--- src/rtl/ucode_sequencer_if.sv ---
// Bus bundle between the microcode sequencer and its EPROM, control-store RAM
// and micro-op decode/branch logic.
interface ucode_sequencer_if #(
   parameter int ADDR_WIDTH = 8,
   parameter int WORD_WIDTH = 64
);
   logic [ADDR_WIDTH-1:0] rom_addr;
   logic [WORD_WIDTH-1:0] rom_data;
   logic [ADDR_WIDTH-1:0] ram_addr;
   logic [WORD_WIDTH-1:0] ram_wdata;
   logic                  ram_we;
   logic                  cs_ready;
   logic [ADDR_WIDTH-1:0] upc;
   logic                  stall;
   logic                  jump;
   logic                  call;
   logic                  ret;
   logic [ADDR_WIDTH-1:0] target;
   logic                  stack_err;

   modport master (
      output rom_addr, ram_addr, ram_wdata, ram_we, cs_ready, upc, stack_err,
      input  rom_data, stall, jump, call, ret, target
   );

   modport slave (
      input  rom_addr, ram_addr, ram_wdata, ram_we, cs_ready, upc, stack_err,
      output rom_data, stall, jump, call, ret, target
   );
endinterface

--- src/rtl/ucode_sequencer.sv ---
// Microcode sequencer: boot-copies the EPROM image into control-store RAM, then
// steps the micro-PC. Optional call/return stack is enabled with UCODE_STACK_EN.
module ucode_sequencer #(
   parameter int ADDR_WIDTH  = 8,
   parameter int WORD_WIDTH  = 64,
   parameter int STACK_DEPTH = 4
) (
   input logic              clk,
   input logic              reset,
   ucode_sequencer_if.master bus
);
   typedef enum logic [0:0] {ST_COPY = 1'b0, ST_RUN = 1'b1} state_t;

   localparam logic [ADDR_WIDTH-1:0] ADDR_ZERO = {ADDR_WIDTH{1'b0}};
   localparam logic [ADDR_WIDTH-1:0] ADDR_ONE  = ADDR_WIDTH'(1);
   localparam logic [ADDR_WIDTH-1:0] ADDR_LAST = {ADDR_WIDTH{1'b1}};

   state_t                state_r, state_nxt_s;
   logic [ADDR_WIDTH-1:0] copy_addr_r, copy_addr_nxt_s;
   logic [ADDR_WIDTH-1:0] upc_r, upc_nxt_s, upc_inc_s;
   logic                  stack_err_r, stack_err_nxt_s;

   assign upc_inc_s = upc_r + ADDR_ONE;

`ifdef UCODE_STACK_EN
   localparam int SP_W = $clog2(STACK_DEPTH + 1);
   localparam logic [SP_W-1:0] SP_ZERO = {SP_W{1'b0}};
   localparam logic [SP_W-1:0] SP_ONE  = SP_W'(1);
   localparam logic [SP_W-1:0] SP_FULL = SP_W'(STACK_DEPTH);

   // Entry 0 is always top-of-stack; push/pop shift the whole array.
   logic [ADDR_WIDTH-1:0] stack_r [STACK_DEPTH];
   logic [SP_W-1:0]       sp_r, sp_nxt_s;
   logic                  push_s, pop_s;
`else
   logic unused_cfg_s;
   assign unused_cfg_s = bus.ret & (STACK_DEPTH != 0);
`endif

   // Next-state, copy address, micro-PC and stack decisions.
   always_comb begin
      state_nxt_s     = state_r;
      copy_addr_nxt_s = copy_addr_r;
      upc_nxt_s       = upc_r;
      stack_err_nxt_s = stack_err_r;
`ifdef UCODE_STACK_EN
      sp_nxt_s        = sp_r;
      push_s          = 1'b0;
      pop_s           = 1'b0;
`endif
      case (state_r)
         ST_COPY: begin
            copy_addr_nxt_s = copy_addr_r + ADDR_ONE;
            if (copy_addr_r == ADDR_LAST) begin
               state_nxt_s = ST_RUN;
               upc_nxt_s   = ADDR_ZERO;
            end else begin
               state_nxt_s = ST_COPY;
            end
         end
         ST_RUN: begin
            if (bus.stall) begin
               upc_nxt_s = upc_r;
`ifdef UCODE_STACK_EN
            end else if (bus.ret) begin
               if (sp_r != SP_ZERO) begin
                  upc_nxt_s = stack_r[0];
                  pop_s     = 1'b1;
                  sp_nxt_s  = sp_r - SP_ONE;
               end else begin
                  upc_nxt_s       = upc_inc_s;
                  stack_err_nxt_s = 1'b1;
               end
            end else if (bus.call) begin
               // Overflowing call still jumps; only the return address is lost.
               upc_nxt_s = bus.target;
               if (sp_r != SP_FULL) begin
                  push_s   = 1'b1;
                  sp_nxt_s = sp_r + SP_ONE;
               end else begin
                  stack_err_nxt_s = 1'b1;
               end
`else
            end else if (bus.call) begin
               upc_nxt_s = bus.target;
`endif
            end else if (bus.jump) begin
               upc_nxt_s = bus.target;
            end else begin
               upc_nxt_s = upc_inc_s;
            end
         end
         default: begin
            state_nxt_s     = ST_COPY;
            copy_addr_nxt_s = ADDR_ZERO;
         end
      endcase
   end

   // State and datapath registers with synchronous reset.
   always_ff @(posedge clk) begin
      if (reset) begin
         state_r     <= ST_COPY;
         copy_addr_r <= ADDR_ZERO;
         upc_r       <= ADDR_ZERO;
         stack_err_r <= 1'b0;
      end else begin
         state_r     <= state_nxt_s;
         copy_addr_r <= copy_addr_nxt_s;
         upc_r       <= upc_nxt_s;
         stack_err_r <= stack_err_nxt_s;
      end
   end

`ifdef UCODE_STACK_EN
   // Stack pointer and shift-register stack storage.
   always_ff @(posedge clk) begin
      if (reset) begin
         sp_r <= SP_ZERO;
      end else begin
         sp_r <= sp_nxt_s;
         if (push_s) begin
            stack_r[0] <= upc_inc_s;
            for (int i = 1; i < STACK_DEPTH; i++) stack_r[i] <= stack_r[i-1];
         end else if (pop_s) begin
            for (int i = 0; i < STACK_DEPTH - 1; i++) stack_r[i] <= stack_r[i+1];
         end else begin
            stack_r <= stack_r;
         end
      end
   end
`endif

   // Memory-side outputs; write enable is gated by reset so no write lands while it is held.
   always_comb begin
      if (state_r == ST_RUN) begin
         bus.rom_addr  = upc_r;
         bus.ram_addr  = upc_r;
         bus.ram_wdata = {WORD_WIDTH{1'b0}};
         bus.ram_we    = 1'b0;
      end else begin
         bus.rom_addr  = copy_addr_r;
         bus.ram_addr  = copy_addr_r;
         bus.ram_wdata = bus.rom_data;
         bus.ram_we    = ~reset;
      end
   end

   assign bus.cs_ready  = (state_r == ST_RUN);
   assign bus.upc       = upc_r;
   assign bus.stack_err = stack_err_r;
endmodule

--- src/flat_wrapper.sv ---
// flat-port wrapper written by rule: the top's interface ports become plain ports
module ucode_sequencer_flat 
#(
   parameter int ADDR_WIDTH  = 8,
   parameter int WORD_WIDTH  = 64,
   parameter int STACK_DEPTH = 4
)
  (clk, reset, bus_rom_addr, bus_ram_addr, bus_ram_wdata, bus_ram_we, bus_cs_ready, bus_upc, bus_stack_err, bus_rom_data, bus_stall, bus_jump, bus_call, bus_ret, bus_target);
  ucode_sequencer_if #(.ADDR_WIDTH(ADDR_WIDTH), .WORD_WIDTH(WORD_WIDTH)) bus_i ();
  input logic clk;
  input logic reset;
  output wire logic [$bits(bus_i.rom_addr)-1:0] bus_rom_addr;
  output wire logic [$bits(bus_i.ram_addr)-1:0] bus_ram_addr;
  output wire logic [$bits(bus_i.ram_wdata)-1:0] bus_ram_wdata;
  output wire logic [$bits(bus_i.ram_we)-1:0] bus_ram_we;
  output wire logic [$bits(bus_i.cs_ready)-1:0] bus_cs_ready;
  output wire logic [$bits(bus_i.upc)-1:0] bus_upc;
  output wire logic [$bits(bus_i.stack_err)-1:0] bus_stack_err;
  input wire logic [$bits(bus_i.rom_data)-1:0] bus_rom_data;
  input wire logic [$bits(bus_i.stall)-1:0] bus_stall;
  input wire logic [$bits(bus_i.jump)-1:0] bus_jump;
  input wire logic [$bits(bus_i.call)-1:0] bus_call;
  input wire logic [$bits(bus_i.ret)-1:0] bus_ret;
  input wire logic [$bits(bus_i.target)-1:0] bus_target;
  assign bus_rom_addr = bus_i.rom_addr;
  assign bus_ram_addr = bus_i.ram_addr;
  assign bus_ram_wdata = bus_i.ram_wdata;
  assign bus_ram_we = bus_i.ram_we;
  assign bus_cs_ready = bus_i.cs_ready;
  assign bus_upc = bus_i.upc;
  assign bus_stack_err = bus_i.stack_err;
  assign bus_i.rom_data = bus_rom_data;
  assign bus_i.stall = bus_stall;
  assign bus_i.jump = bus_jump;
  assign bus_i.call = bus_call;
  assign bus_i.ret = bus_ret;
  assign bus_i.target = bus_target;
  ucode_sequencer #(.ADDR_WIDTH(ADDR_WIDTH), .WORD_WIDTH(WORD_WIDTH), .STACK_DEPTH(STACK_DEPTH)) u_core (.clk(clk), .reset(reset), .bus(bus_i));
endmodule
--- config.mk ---
export PLATFORM = sky130hd
export DESIGN_NAME = ucode_sequencer_flat
export DESIGN_NICKNAME = d
export VERILOG_FILES = /design/src/rtl/ucode_sequencer_if.sv /design/src/rtl/ucode_sequencer.sv /design/src/flat_wrapper.sv
export SDC_FILE = /design/constraint.sdc
export NUM_CORES = 1
export LEC_CHECK = 0
export BUFFER_PORTS_ARGS = -buffer_cell sky130_fd_sc_hd__clkbuf_2
export CAP_MARGIN = 20
export CORE_MARGIN = 1.5
export CORE_UTILIZATION = 37
export CTS_CLUSTER_SIZE = 25
export DETAILED_ROUTE_END_ITERATION = 7
export PLACE_DENSITY = 0.92
export SLEW_MARGIN = 20
export SYNTH_ARGS = -nofsm -noshare
export SYNTH_HDL_FRONTEND = slang
export SYNTH_SLANG_ARGS = --single-unit
--- constraint.sdc ---
create_clock -name clk -period 2.58 [get_ports clk]
set_input_delay 0.387 -clock clk [delete_from_list [all_inputs] [get_ports clk]]
set_output_delay 0.387 -clock clk [all_outputs]
set_load 0.02 [all_outputs]
==> After elaboration in Yosys (flattened, before gate mapping) <==
Cells that the tools add are included.
{ "op_classes": {"n_addsub": 2, "muxes": 10, "n_reduce_logical": 1, "bitwise_logic": 2, "n_eq_ne": 3} }
{ "op_table": {"columns": ["operator", "n"], "rows": [
  ["$mux W64", 1],
  ["$mux W8", 5],
  ["$add A8 B1 Y8 const B", 2],
  ["$pmux W8 S2", 1],
  ["$eq A8 B8 Y1 const B", 1],
  ["$mux W1", 3],
  ["$ne A2 B1 Y1 const B", 1],
  ["$ne A2 B2 Y1 const B", 1],
  ["$not A1 Y1", 2],
  ["$reduce_and A2 Y1", 1]
]} }
{ "word_totals": {"output_inout_bits": 91, "reg_bits": 17, "input_bits": 78} }

==> Depth between registers and ports, before layout <==
Gate-level depths: netlist of run 1.
{ "depth": {"word_depth": 5, "mapped_depth": 5, "depth_no_buf": 5} }

==> Worst setup path after synthesis of run 1 <==
Ideal clock, no wire load.
{ "synth_timing": {"kind": "register to output", "startpoint": "register u_core.state_r, in the netlist u_core.bus.cs_ready", "endpoint": "output bus_rom_addr[5]", "setup_slack_ns": 0.828, "stages_incl_launch_ff": 5, "arrival_time_ns": 1.365, "path_buffers": 3, "cell_sequence": "dfxtp_1 buf_6 buf_2 mux2_2 buf_4"} }
{ "synth_between": {"elab_chain_cells": 1} }
{ "synth_lines": {"columns": ["item", "line_no", "rtl"], "rows": [
  ["start, declared", "ucode_sequencer.sv:18", "state_t state_r, state_nxt_s;"],
  ["start signal, assigned", "ucode_sequencer.sv:108", "state_r <= state_nxt_s;"],
  ["$mux W8", null, null],
  ["end, declared", "flat_wrapper.sv:12", "output wire logic [$bits(bus_i.rom_addr)-1:0] bus_rom_addr;"]
]} }
Every way passes these cells.

==> Worst setup path after layout of run 1 <==
{ "layout_timing": {"startpoint": "register u_core.state_r, in the netlist u_core.bus.cs_ready", "endpoint": "output bus_ram_wdata[5]"} }
{ "layout_between": {"elab_chain_cells": 1} }
{ "layout_lines": {"columns": ["item", "line_no", "rtl"], "rows": [
  ["$mux W64", "ucode_sequencer.sv:136", "if (state_r == ST_RUN) begin"],
  ["end, declared", "flat_wrapper.sv:14", "output wire logic [$bits(bus_i.ram_wdata)-1:0] bus_ram_wdata;"]
]} }
Every way passes these cells.

==> impl_metrics.py, run 1 <==
metrics = {
    "placed_design": {
        "dp.cells": 386,
        "dpl_cell_area_um2": 2260,
        "gp_congestion": 0.856,
        "portBuffers": 166,
        "hpwl_um": 3670,
    },
    "finish": {
        "final_net_count": 423,
        "drive_above_1_share": 0.541,
        "fin_cells": 390,
        "design_area_um2": 2310,
        "diodes": 0,
        "syn_to_final_growth_pct": 56.3,
    },
    "logic_synthesis": {
        "ys_warn_count": 0,
        "yosysUniqueCellTypes": 43,
        "synth_flop_cell": "dfxtp_1",
        "ys_ff_latch": 17,
        "synth_area_leader_cell": "nor2b_1",
        "synthTopCellsByArea": "nor2b_1 (28%), dfxtp_1 (23%), mux2_2 (6.9%)",
        "syn-num-nets": 271,
        "syn_area_per_cell_um2": 7.72,
        "synth-seq-area-share": 0.231,
        "synth_top_area_share": 0.276,
        "synth_area_um2": 1480,
        "synth_edf_count": 0,
        "synthArstFlopShare": 0,
        "syn_inst": 191,
    },
    "clock_tree": {
        "ctsResizeCount": 0,
        "clock_latency_ns": 0.26,
        "cts_max_level": 1,
        "path_clk_slew_ns": 0.07,
        "cts.sinks": 17,
        "cts_buffers": 3,
        "cts_tree": "yes",
        "cts_buffer_depth": 2,
        "root_buffer": "clkbuf_8",
        "post-cts-setup-buffers": 0,
        "postCtsHoldBufs": 0,
    },
    "timing": {
        "clock_skew_ns": 0.0128,
        "rsz0062_at_grt": "no",
        "finalHoldViolations": 0,
        "period_needed_ns": 1.80,
        "period_share": 0.696,
        "maxSlewViolCount": 0,
        "setup_viol": 0,
        "fmax_ghz": 0.557,
        "fin_setup_tns_ns": 0,
        "holdWs_ns": 0.391,
    },
    "power": {
        "combPwrFrac": 0.358,
        "sw_frac_of_total": 0.330,
        "p_seq_frac": 0.370,
        "p_leak_nw": 1.25,
        "internal-power_mw": 0.491,
        "p_clk_frac": 0.271,
        "ir_worst_vdd_v": 0.000274,
        "p_sw_mw": 0.242,
        "p_per_area_nw_per_um2": 318,
    },
    "global_routing": {
        "grt_pass1_wl_um": 6330,
        "first_global_vias": 1551,
        "track_usage": 0.181,
        "grt_max_degree": 37,
        "antenna_found_initial": 0,
        "overflow": 0,
    },
    "die": {
        "initial_core_util": 0.394,
        "core_area_um2": 3740,
        "die_y_um": 66.1,
        "pin_count": 169,
        "dieArea_um2": 4370,
        "chipWidth_um": 66.1,
        "placementRows": 22,
    },
    "critical_path": {
        "critPathRequiredTime_ns": 2.19,
        "r2r_slack_ns": 0.98,
        "path_class": "reg -> out",
        "worstPathArrival_ns": 1.41,
        "cp_max_fo": 36,
        "timing.rr.end": "u_core.copy_addr_r[5]$_SDFFE_PP0N_",
        "critPathLaunch": "u_core.bus.cs_ready$_SDFF_PP0_",
        "end_kind": "output pin",
        "crit_path_end": "bus_ram_wdata[5]",
        "start_kind": "flop",
        "r2r_cells": 4,
        "regToRegStartpoint": "u_core.bus.cs_ready$_SDFF_PP0_",
    },
    "routing": {
        "num_vias": 1870,
        "vias_per_cell": 4.79,
        "ant_nets": 0,
        "dr.pass1.iters": 5,
        "drc": 0,
        "routed_wl_um": 4610,
        "wire_per_inst_um": 11.8,
        "first_iter_violations": 62,
    },
    "worst_hold_path": {
        "hold_depth": 3,
        "hp-class": "in -> reg",
        "hp-start": "bus_target[5]",
    },
    "run_status": {
        "status": "completed",
    },
    "run": {
        "max_cap_viol_count": 0,
    },
}
==> cell usage after synthesis, drive strengths merged, types with 2 or more instances <==
master   count
a21oi        4
a22oi        3
a31oi        2
buf         12
clkbuf       9
dfxtp       17
ha           2
mux2         9
nand2       10
nand3        3
nor2        14
nor2b       65
nor3         3
o21ai        5
o22ai        2
o2bb2ai      3
xnor2        3
xor2         4
==> cells in the final DEF, fill, tap and decap left out, drive strengths merged, types with 2 or more instances in the layout <==
cell type,n
clkbuf,169
nor2b,65
dfxtp,17
nor2,14
nand2,10
mux2,9
o21ai,5
xor2,4
a21oi,4
xnor2,3
a22oi,3
nand3,3
o2bb2ai,3
nor3,3
o22ai,2
ha,2
buf,2
a31oi,2
==> registers in the layout (all words and copies together), names as in the netlist <==
name                 flops
u_core.copy_addr_r       8
u_core.bus.cs_ready      1
u_core.bus.upc           8
==> how the worst min path moves through the flow <==
stage                                               to  slack (ns)
floorplan           u_core.copy_addr_r[5]$_SDFFE_PP0N_        0.49
global placement    u_core.copy_addr_r[5]$_SDFFE_PP0N_        0.52
detailed placement      u_core.bus.upc[5]$_SDFFE_PP0P_        0.52
CTS                     u_core.bus.upc[5]$_SDFFE_PP0P_        0.40
global route            u_core.bus.upc[5]$_SDFFE_PP0P_        0.43
finish                  u_core.bus.upc[5]$_SDFFE_PP0P_        0.39
==> layer usage <==
layer  vias to the layer above  part of all wire  GRT usage
met3                         4             0.097     0.0341
li1                        937                 -          -
met4                         0            0.0046     0.0306
met5                         -                 0          0
met2                       114              0.53      0.379
met1                       815              0.36      0.182
==> worst max-delay path, stage by stage, from the launching register on <==
cell	delay (ns)
dfxtp_2	0.49
buf_4	0.39
nor2b_1	0.09
clkbuf_2	0.17
==> power by group through the flow <==
stage | sequential, mW | clock, mW | combinational (mW)
after floorplan | 0.276 | 0 | 0.155
after global placement | 0.277 | 0 | 0.261
after detailed placement | 0.278 | 0 | 0.264
final | 0.272 | 0.199 | 0.263
after global routing | 0.272 | 0.212 | 0.286
after CTS | 0.272 | 0.202 | 0.265
==> stage by stage <==
stage,setup WS (ns),utilization,power [mW]
after detailed placement,0.975,0.604,0.541
after global placement,1.03,0.604,0.538
final,0.784,0.616,0.733
after floorplan,0.828,-,0.432
after CTS,0.786,0.616,0.739
after global routing,0.701,0.616,0.771
==> cell type report <==
type	count	area (um^2)
Fill cell	326	1440
Multi-Input combinational cell	152	1010
Timing Repair Buffer	168	846
Sequential cell	17	342
Tap cell	48	60.1
Clock buffer	3	41.3
Clock inverter	1	5.00
Inverter	1	3.75
==> cells by family after synthesis <==
family                   Yosys count  share of synthesized area
buffers and inverters             22                     0.0857
adder cells (fa/ha/maj)            2                     0.0170
other                              1                    0.00254
flip-flops                        17                      0.231
AO/OA/AOI/OAI                     27                      0.138
AND/OR/NAND/NOR                  105                      0.409
multiplexers                      10                     0.0755
XOR/XNOR                           7                     0.0416
Note: power is estimated with default switching activity, not from simulation.
==> inputs of run 2 (changes only) <==
Settings changed: CORE_UTILIZATION 37 to 31, PLACE_DENSITY 0.92 to 0.83.
Clock period 2.58 ns to 1.65 ns, I/O delays scaled along.
==> impl_metrics.py, run 2 (synthesized netlist as in run 1, its figures left out) <==
metrics = {
    "die": {
        "die_y_um": 72.0,
        "core_area_um2": 4470,
        "initial_core_util": 0.330,
        "chipWidth_um": 72.0,
        "pin_count": 169,
        "placementRows": 24,
        "dieArea_um2": 5180,
    },
    "routing": {
        "routed_wl_um": 4720,
        "first_iter_violations": 66,
        "ant_nets": 0,
        "num_vias": 1857,
        "dr.pass1.iters": 4,
        "drc": 0,
        "vias_per_cell": 4.64,
        "wire_per_inst_um": 11.8,
    },
    "power": {
        "p_sw_mw": 0.384,
        "internal-power_mw": 0.772,
        "p_clk_frac": 0.272,
        "p_per_area_nw_per_um2": 489,
        "combPwrFrac": 0.362,
        "ir_worst_vdd_v": 0.000406,
        "p_seq_frac": 0.366,
        "p_leak_nw": 1.28,
        "sw_frac_of_total": 0.332,
    },
    "critical_path": {
        "path_class": "reg -> out",
        "cp_max_fo": 10,
        "critPathRequiredTime_ns": 1.40,
        "r2r_slack_ns": 0.13,
        "start_kind": "flop",
        "worstPathArrival_ns": 1.33,
        "end_kind": "output pin",
    },
    "finish": {
        "mostFrequentLayoutCells": "clkbuf_2 (166), nor2b_1 (65), dfxtp_1 (16)",
        "mostFrequentLayoutCell": "clkbuf_2",
        "fin_util": 0.528,
        "drive_above_1_share": 0.546,
        "multiInputGateArea_um2": 1010,
        "fill_cells": 422,
        "syn_to_final_growth_pct": 60.1,
        "final_net_count": 429,
        "diodes": 0,
        "final-seq-area_um2": 344,
    },
    "placed_design": {
        "portBuffers": 166,
        "hpwl_um": 3910,
        "gp_congestion": 0.853,
    },
    "run_status": {
        "status": "completed",
    },
    "global_routing": {
        "antenna_found_initial": 0,
        "grt_pass1_wl_um": 6940,
        "grt_max_degree": 45,
        "first_global_vias": 1525,
        "overflow": 0,
        "track_usage": 0.164,
    },
    "timing": {
        "fin_setup_tns_ns": 0,
        "period_share": 0.955,
        "maxSlewViolCount": 0,
        "finalHoldViolations": 0,
        "holdWs_ns": 0.264,
        "fmax_ghz": 0.635,
        "setup_viol": 0,
        "clock_skew_ns": 0.00619,
        "period_needed_ns": 1.58,
        "rsz0062_at_grt": "no",
    },
    "clock_tree": {
        "cts_max_level": 1,
        "cts_buffer_depth": 2,
        "cts.sinks": 17,
        "cts_tree": "yes",
        "path_clk_slew_ns": 0.07,
        "clock_latency_ns": 0.25,
        "root_buffer": "clkbuf_8",
        "cts_buffers": 3,
        "postCtsHoldBufs": 0,
    },
    "run": {
        "max_cap_viol_count": 0,
    },
    "worst_hold_path": {
        "hp-class": "in -> reg",
    },
}
## run 2: cell type report
type,count,share of cell area
timing repair buffer,174,0.379
multi-input combinational,152,0.427
sequential,17,0.146
clock buffer,4,0.0191
tap,52,0.0276
inverter,1,0.00159
## run 2: power groups by stage
stage	sequential (mW)	combinational (mW)	clock, mW
2_1_floorplan	0.432	0.243	0
6_report	0.423	0.418	0.315
3_3_place_gp	0.433	0.416	0
5_1_grt	0.424	0.451	0.339
4_1_cts	0.423	0.422	0.323
3_5_place_dp	0.434	0.420	0
## run 2: worst max-delay path, cell delays in order (launching register included)
cell	delay (ns)
dfxtp_4	0.41
buf_4	0.16
mux2_2	0.35
clkbuf_2	0.16
## run 2: path summary, 6_finish.rpt
path | from | to | cells past startpoint
worst max-delay path | u_core.bus.cs_ready$_SDFF_PP0_ | bus_ram_addr[5] | 3
worst min register to register | u_core.bus.upc[5]$_SDFFE_PP0P_ | u_core.bus.upc[5]$_SDFFE_PP0P_ | 1
worst min-delay path | bus_target[3] | u_core.bus.upc[3]$_SDFFE_PP0P_ | 3
worst max register to register | u_core.bus.upc[1]$_SDFFE_PP0P_ | u_core.bus.upc[6]$_SDFFE_PP0P_ | 5
## run 2: repair_timing
action / 4_1_cts / 5_1_grt
setup buffers: 0 / 2
setup endpoints to repair: 20 / 2
endpoints found under the hold margin: 0 / 0
cloned: 0 / 0
gates resized for setup: 2 / 0
## run 2: per-stage QoR
stage	std cells	power, mW	area (um^2)	worst slack [ns]
after global routing	400	1.21	2360	0.0197
after detailed placement	394	0.854	2290	0.145
after floorplan	191	0.675	1480	0.0371
final	400	1.16	2360	0.0746
after global placement	394	0.849	2290	0.191
after CTS	398	1.17	2350	0.0474
## run 2: routing by layer
metal	up-vias	part of all wire	track usage
li1	942	-	-
met1	815	0.41	0.199
met2	96	0.50	0.303
met3	4	0.078	0.0347
met4	0	0.0068	0.0252
met5	-	0	0
